**src/rtl/tpu_host_if.sv**
```systemverilog
// Host-side job driver for the convolution TPU: replays a kernel+matrix word
// stream into the TPU, then collects results through a small FIFO back to the host.
`ifndef DATA_WIDTH
`define DATA_WIDTH 16
`endif

module tpu_host_if #(
    parameter int MATRIX_DIM  = 16,
    parameter int CONV_DIM    = 3,
    parameter int DATA_WIDTH  = `DATA_WIDTH,
    parameter int NUM_RESULTS = (MATRIX_DIM - CONV_DIM + 1) * (MATRIX_DIM - CONV_DIM + 1),
    parameter int FIFO_DEPTH  = 4
) (
    input  logic                  clk,
    input  logic                  rst,
    input  logic                  start,
    output logic                  busy,
    output logic                  job_done,
    input  logic                  s_valid,
    output logic                  s_ready,
    input  logic [DATA_WIDTH-1:0] s_data,
    output logic                  insert_kernal,
    output logic                  insert_matrix,
    output logic [DATA_WIDTH-1:0] tpu_data_in,
    output logic                  tpu_ready,
    input  logic                  tpu_done,
    input  logic [DATA_WIDTH-1:0] tpu_data_out,
    output logic                  m_valid,
    input  logic                  m_ready,
    output logic [DATA_WIDTH-1:0] m_data
);
    localparam int K_WORDS = CONV_DIM * CONV_DIM;
    localparam int M_WORDS = MATRIX_DIM * MATRIX_DIM;
    localparam int WCW     = $clog2(M_WORDS + 1);
    localparam int RCW     = $clog2(NUM_RESULTS + 1);
    localparam int PW      = $clog2(FIFO_DEPTH);
    localparam int CW      = PW + 1;

    typedef enum logic [2:0] {IDLE, LOAD_K, LOAD_M, RUN, DRAIN} state_t;

    state_t                  state_q, state_d;
    logic [WCW-1:0]          word_cnt_q, word_cnt_d;
    logic [RCW-1:0]          res_cnt_q, res_cnt_d;
    logic                    ins_k_q, ins_m_q;
    logic [DATA_WIDTH-1:0]   din_q;
    logic [DATA_WIDTH-1:0]   mem_q [FIFO_DEPTH];
    logic [PW-1:0]           wr_ptr_q, rd_ptr_q;
    logic [CW-1:0]           count_q;
    logic                    hs, push, pop;

    assign busy          = (state_q != IDLE);
    assign insert_kernal = ins_k_q;
    assign insert_matrix = ins_m_q;
    assign tpu_data_in   = din_q;
    assign m_valid       = (count_q != '0);
    assign m_data        = mem_q[rd_ptr_q];

    always_comb begin
        state_d    = state_q;
        word_cnt_d = word_cnt_q;
        res_cnt_d  = res_cnt_q;
        job_done   = 1'b0;
        s_ready    = (state_q == LOAD_K) || (state_q == LOAD_M);
        tpu_ready  = (state_q == RUN) && (count_q < CW'(FIFO_DEPTH));
        hs         = s_ready && s_valid;
        push       = tpu_ready && tpu_done;
        pop        = m_valid && m_ready;
        case (state_q)
            IDLE: begin
                if (start) begin
                    state_d    = LOAD_K;
                    word_cnt_d = '0;
                    res_cnt_d  = '0;
                end
            end
            LOAD_K: begin
                if (hs) begin
                    if (word_cnt_q == WCW'(K_WORDS - 1)) begin
                        state_d    = LOAD_M;
                        word_cnt_d = '0;
                    end else begin
                        word_cnt_d = word_cnt_q + WCW'(1);
                    end
                end
            end
            LOAD_M: begin
                if (hs) begin
                    if (word_cnt_q == WCW'(M_WORDS - 1)) begin
                        state_d    = RUN;
                        word_cnt_d = '0;
                    end else begin
                        word_cnt_d = word_cnt_q + WCW'(1);
                    end
                end
            end
            RUN: begin
                if (push) begin
                    res_cnt_d = res_cnt_q + RCW'(1);
                    if (res_cnt_q == RCW'(NUM_RESULTS - 1)) state_d = DRAIN;
                end
            end
            DRAIN: begin
                // Done fires alongside the pop that empties the buffer.
                if ((count_q == '0) || (pop && count_q == CW'(1))) begin
                    job_done = 1'b1;
                    state_d  = IDLE;
                end
            end
            default: state_d = IDLE;
        endcase
    end

    always_ff @(posedge clk) begin
        if (!rst) begin
            state_q    <= IDLE;
            word_cnt_q <= '0;
            res_cnt_q  <= '0;
            ins_k_q    <= 1'b0;
            ins_m_q    <= 1'b0;
            din_q      <= '0;
            wr_ptr_q   <= '0;
            rd_ptr_q   <= '0;
            count_q    <= '0;
        end else begin
            state_q    <= state_d;
            word_cnt_q <= word_cnt_d;
            res_cnt_q  <= res_cnt_d;
            ins_k_q    <= hs && (state_q == LOAD_K);
            ins_m_q    <= hs && (state_q == LOAD_M);
            if (hs) din_q <= s_data;
            if (push) wr_ptr_q <= wr_ptr_q + PW'(1);
            if (pop) rd_ptr_q <= rd_ptr_q + PW'(1);
            case ({push, pop})
                2'b10:   count_q <= count_q + CW'(1);
                2'b01:   count_q <= count_q - CW'(1);
                default: count_q <= count_q;
            endcase
        end
    end

    genvar gi;
    generate
        for (gi = 0; gi < FIFO_DEPTH; gi++) begin : g_fifo
            always_ff @(posedge clk) begin
                if (!rst) begin
                    mem_q[gi] <= '0;
                end else if (push && wr_ptr_q == PW'(gi)) begin
                    mem_q[gi] <= tpu_data_out;
                end
            end
        end
    endgenerate
endmodule

```
**config.mk**
```make
export PLATFORM = sky130hd
export DESIGN_NAME = tpu_host_if
export DESIGN_NICKNAME = d
export VERILOG_FILES = /design/src/rtl/tpu_host_if.sv
export SDC_FILE = /design/constraint.sdc
export NUM_CORES = 1
export LEC_CHECK = 0
export BUFFER_PORTS_ARGS = -buffer_cell sky130_fd_sc_hd__buf_2
export CAP_MARGIN = 0
export CORE_MARGIN = 4
export CORE_UTILIZATION = 50
export DETAILED_ROUTE_END_ITERATION = 8
export PLACE_DENSITY = 0.7
export SETUP_SLACK_MARGIN = 0.3
export SLEW_MARGIN = 20
export SYNTH_ARGS = -nofsm -noshare
export SYNTH_HDL_FRONTEND = slang
export SYNTH_SLANG_ARGS = --single-unit
```
**constraint.sdc**
```tcl
create_clock -name clk -period 2.7 [get_ports clk]
set_input_delay 0 -clock clk [delete_from_list [all_inputs] [get_ports clk]]
set_output_delay 0 -clock clk [all_outputs]
set_load 0.02 [all_outputs]
```
==> flow_metrics.py <==
metrics = {
    "status": {
        "status": "completed",
    },
    "global_routing": {
        "grt_max_degree": 42,
        "antenna_found_initial": 0,
        "grt_pass1_wl_um": 17120,
        "first_global_vias": 3496,
        "grt_usage_pct": 18.87,
        "grt_overflow": 0,
    },
    "clock_tree": {
        "numClockSinks": 111,
        "clk_latency_ns": 0.38,
        "cts_setup_buffers": 0,
        "numCtsBuffers": 9,
        "cts_tree": "yes",
        "clk_pin_slew_worst_paths_ns": 0.10,
        "root_buffer": "clkbuf_8",
        "h-tree-depth": 3,
        "cts.path.max_buffers": 2,
    },
    "setup_path": {
        "crit_chain": "and4bb_2, and2_2, inv_1, ha_1, or3_1, a21boi_0",
        "critPathLaunchType": "flip-flop",
        "slowest_stage": "dfxtp_1",
        "cpLargestDelayFamily": "simple AND/OR/NAND/NOR gates",
        "crit_required_ns": 2.99,
        "slowest_delay_ns": 0.55,
        "critPathArrivalTime_ns": 2.50,
        "critPathBufInv": 1,
        "path_class": "flip-flop to flip-flop",
        "crit_path_end_kind": "flip-flop",
        "crit_path_max_fanout": 13,
    },
    "detailed_routing": {
        "drtIter0Drc": 114,
        "drtAntennaViolNets": 0,
        "vias": 3416,
        "dr.pass1.iters": 4,
        "drt_wl_total_um": 10350,
        "drc": 0,
        "viasPerCell": 5.061,
        "drt-wirelength-per-cell_um": 15.34,
    },
    "cells_and_area": {
        "seqCellArea_um2": 2864,
        "n_fill_cell": 770,
        "drive_gt1_share_pct": 23.99,
        "areaGrowthSynthToFinish_pct": 21.57,
        "final_cells": 675,
        "fin_area_um2": 6191,
        "multi_input_area_um2": 2076,
        "final_cell_mix": "buf_2 (76), and2_1 (73), edfxtp_1 (64), nand2_1 (53), dfxtp_1 (46)",
        "fin_nets": 589,
        "final_common_cell": "buf_2",
        "diodes": 0,
    },
    "power": {
        "p_leak_uw": 0.002463,
        "vdd_drop_max_mv": 0.3217,
        "pwr_density_cell_nw_per_um2": 639.4,
    },
    "floorplan": {
        "coreArea_um2": 9864,
        "fp.dieH_um": 108.9,
        "die_w_um": 108.9,
        "initial_core_util_pct": 51.62,
        "rows": 36,
        "dieArea_um2": 11860,
        "boundaryPins": 77,
    },
    "sta": {
        "worst_pin_slew_ns": 0.8138,
        "finalCritPeriodShare_pct": 81.50,
        "layout_min_cycle_time_ns": 2.201,
        "rsz0062_at_grt": "false",
        "finClkSkew_ns": 0.01384,
        "hold_viol_final": 0,
        "final_max_slew_viol_count": 0,
        "setup_viol": 0,
        "finalSetupTns_ns": 0,
        "slew_headroom_pct": 45.67,
        "clock.fmax_ghz": 0.4544,
    },
    "synth": {
        "synth-main-ff-cell": "edfxtp_1",
        "avgSynthCellArea_um2": 11.98,
        "syn_nets": 477,
        "synthTopCellsByArea": "edfxtp_1 (38%), dfxtp_1 (18%), and2_1 (9.1%), mux4_2 (7.1%), nand2_1 (3.9%)",
        "synth_seq_area_share_pct": 56.22,
        "ys.warnings.count": 0,
        "synth_edf_count": 64,
        "async_flop_share_pct": 0,
        "synth_seq_cells": 111,
        "yosysUniqueCellTypes": 46,
        "synth_top_cell_by_area": "edfxtp_1",
        "syn_area_um2": 5092,
        "synthDominantCellAreaShare_pct": 37.74,
        "synth_cells": 425,
    },
    "place": {
        "io_buffers": 76,
        "dpl.cell_count": 625,
        "gp_congestion": 0.8407,
        "post_dp_cell_area_um2": 5619,
        "dp_hpwl_um": 6901,
    },
    "worst_hold_path": {
        "hp-class": "input pin to flip-flop",
    },
    "run": {
        "drv_cap": 0,
    },
}
## path summary, 6_finish.rpt
| path | depth (start not counted) | from | slack (ns) | endpoint |
|---|---|---|---|---|
| worst max register to register | 6 | state_q[0] | 0.50 | count_q[2] |
| worst min register to register | 2 | tpu_data_in[15] | 0.46 | tpu_data_in[15] |
| worst min-delay path | 4 | start | 0.15 | res_cnt_q[3] |
| worst max-delay path | 6 | state_q[0] | 0.50 | count_q[2] |
## worst min-delay path, stage by stage
cell and delay (ns):
buf_2 0.12, inv_1 0.05, o21ai_1 0.19, nor2_1 0.13
## where the power goes
part	total [uW]	switching, uW	internal, uW
Combinational	837	497	340
Clock	1120	585	535
Sequential	2000	91.0	1910
## metal layers
metal / routed length [um] / vias to the layer above / GRT usage, %
li1: - / 1707 / -
met1: 4418 / 1658 / 23.13
met2: 5482 / 40 / 33.42
met3: 306 / 11 / 3.020
met4: 144 / 0 / 7.033
met5: 0 / - / 0
## cell families (layout without fill, tap and decap cells)
group                      Yosys count  in the layout  synth area share, %
buffers and inverters               33            150                3.046
xor gates and xnor gates            19             19                3.268
and+or+nand+nor                    191            191                20.86
muxes                               20             20                7.887
adders and majority gates           14             14                3.440
DFF                                111            111                56.22
AOI/OAI and AO/OA                   37             37                5.283
## registers in the layout, summed over array words and instances (netlist names), named ones only
name           count
count_q            3
insert_kernal      1
insert_matrix      1
mem_q             64
rd_ptr_q           2
res_cnt_q          8
state_q            3
tpu_data_in       16
word_cnt_q         9
wr_ptr_q           2
## cell type report
| class | instances | area share, % |
|---|---|---|
| Sequential cell | 111 | 46.26 |
| Timing Repair Buffer | 122 | 13.10 |
| Clock inverter | 7 | 1.698 |
| Clock buffer | 9 | 2.001 |
| Multi-Input combinational cell | 281 | 33.53 |
| Tap cell | 133 | 2.688 |
| Inverter | 12 | 0.7276 |
## synth_stat cells (2+ instances only)
library cell	n
a21oi_1	4
o21ai_1	2
buf_2	7
nor4b_1	2
mux4_2	16
nor4b_2	3
and3_1	7
a21boi_1	9
xor2_1	6
buf_4	2
nor3b_1	2
edfxtp_1	64
nand3_1	6
and4_1	2
o21ai_0	5
xnor2_1	13
clkbuf_1	9
buf_6	2
nand2b_1	5
nor2_1	20
nand4b_1	2
nor3_1	4
nand4_1	4
mux2i_1	3
inv_1	12
or3_1	2
a21boi_0	9
ha_1	14
dfxtp_1	47
nand2_1	53
and2_1	74
## through the flow
stage	worst slack [ns]	power [uW]	util [%]	hold WS (ns)
6_report	0.4994	3958	62.76	0.1514
5_1_grt	0.3326	4146	62.76	0.1997
4_1_cts	0.3446	3988	62.73	0.1550
3_5_place_dp	0.3711	2843	56.96	0.2492
3_3_place_gp	0.5103	2817	56.96	0.2385
2_1_floorplan	0.7320	2620	-	0.1349
## repair_timing
action,4_1_cts,5_1_grt
gates resized for setup,0,2
endpoints found under the setup margin,0,3
hold buffers,34,0
hold endpoints to repair,83,0
Note: power is estimated with default switching activity, not from simulation.
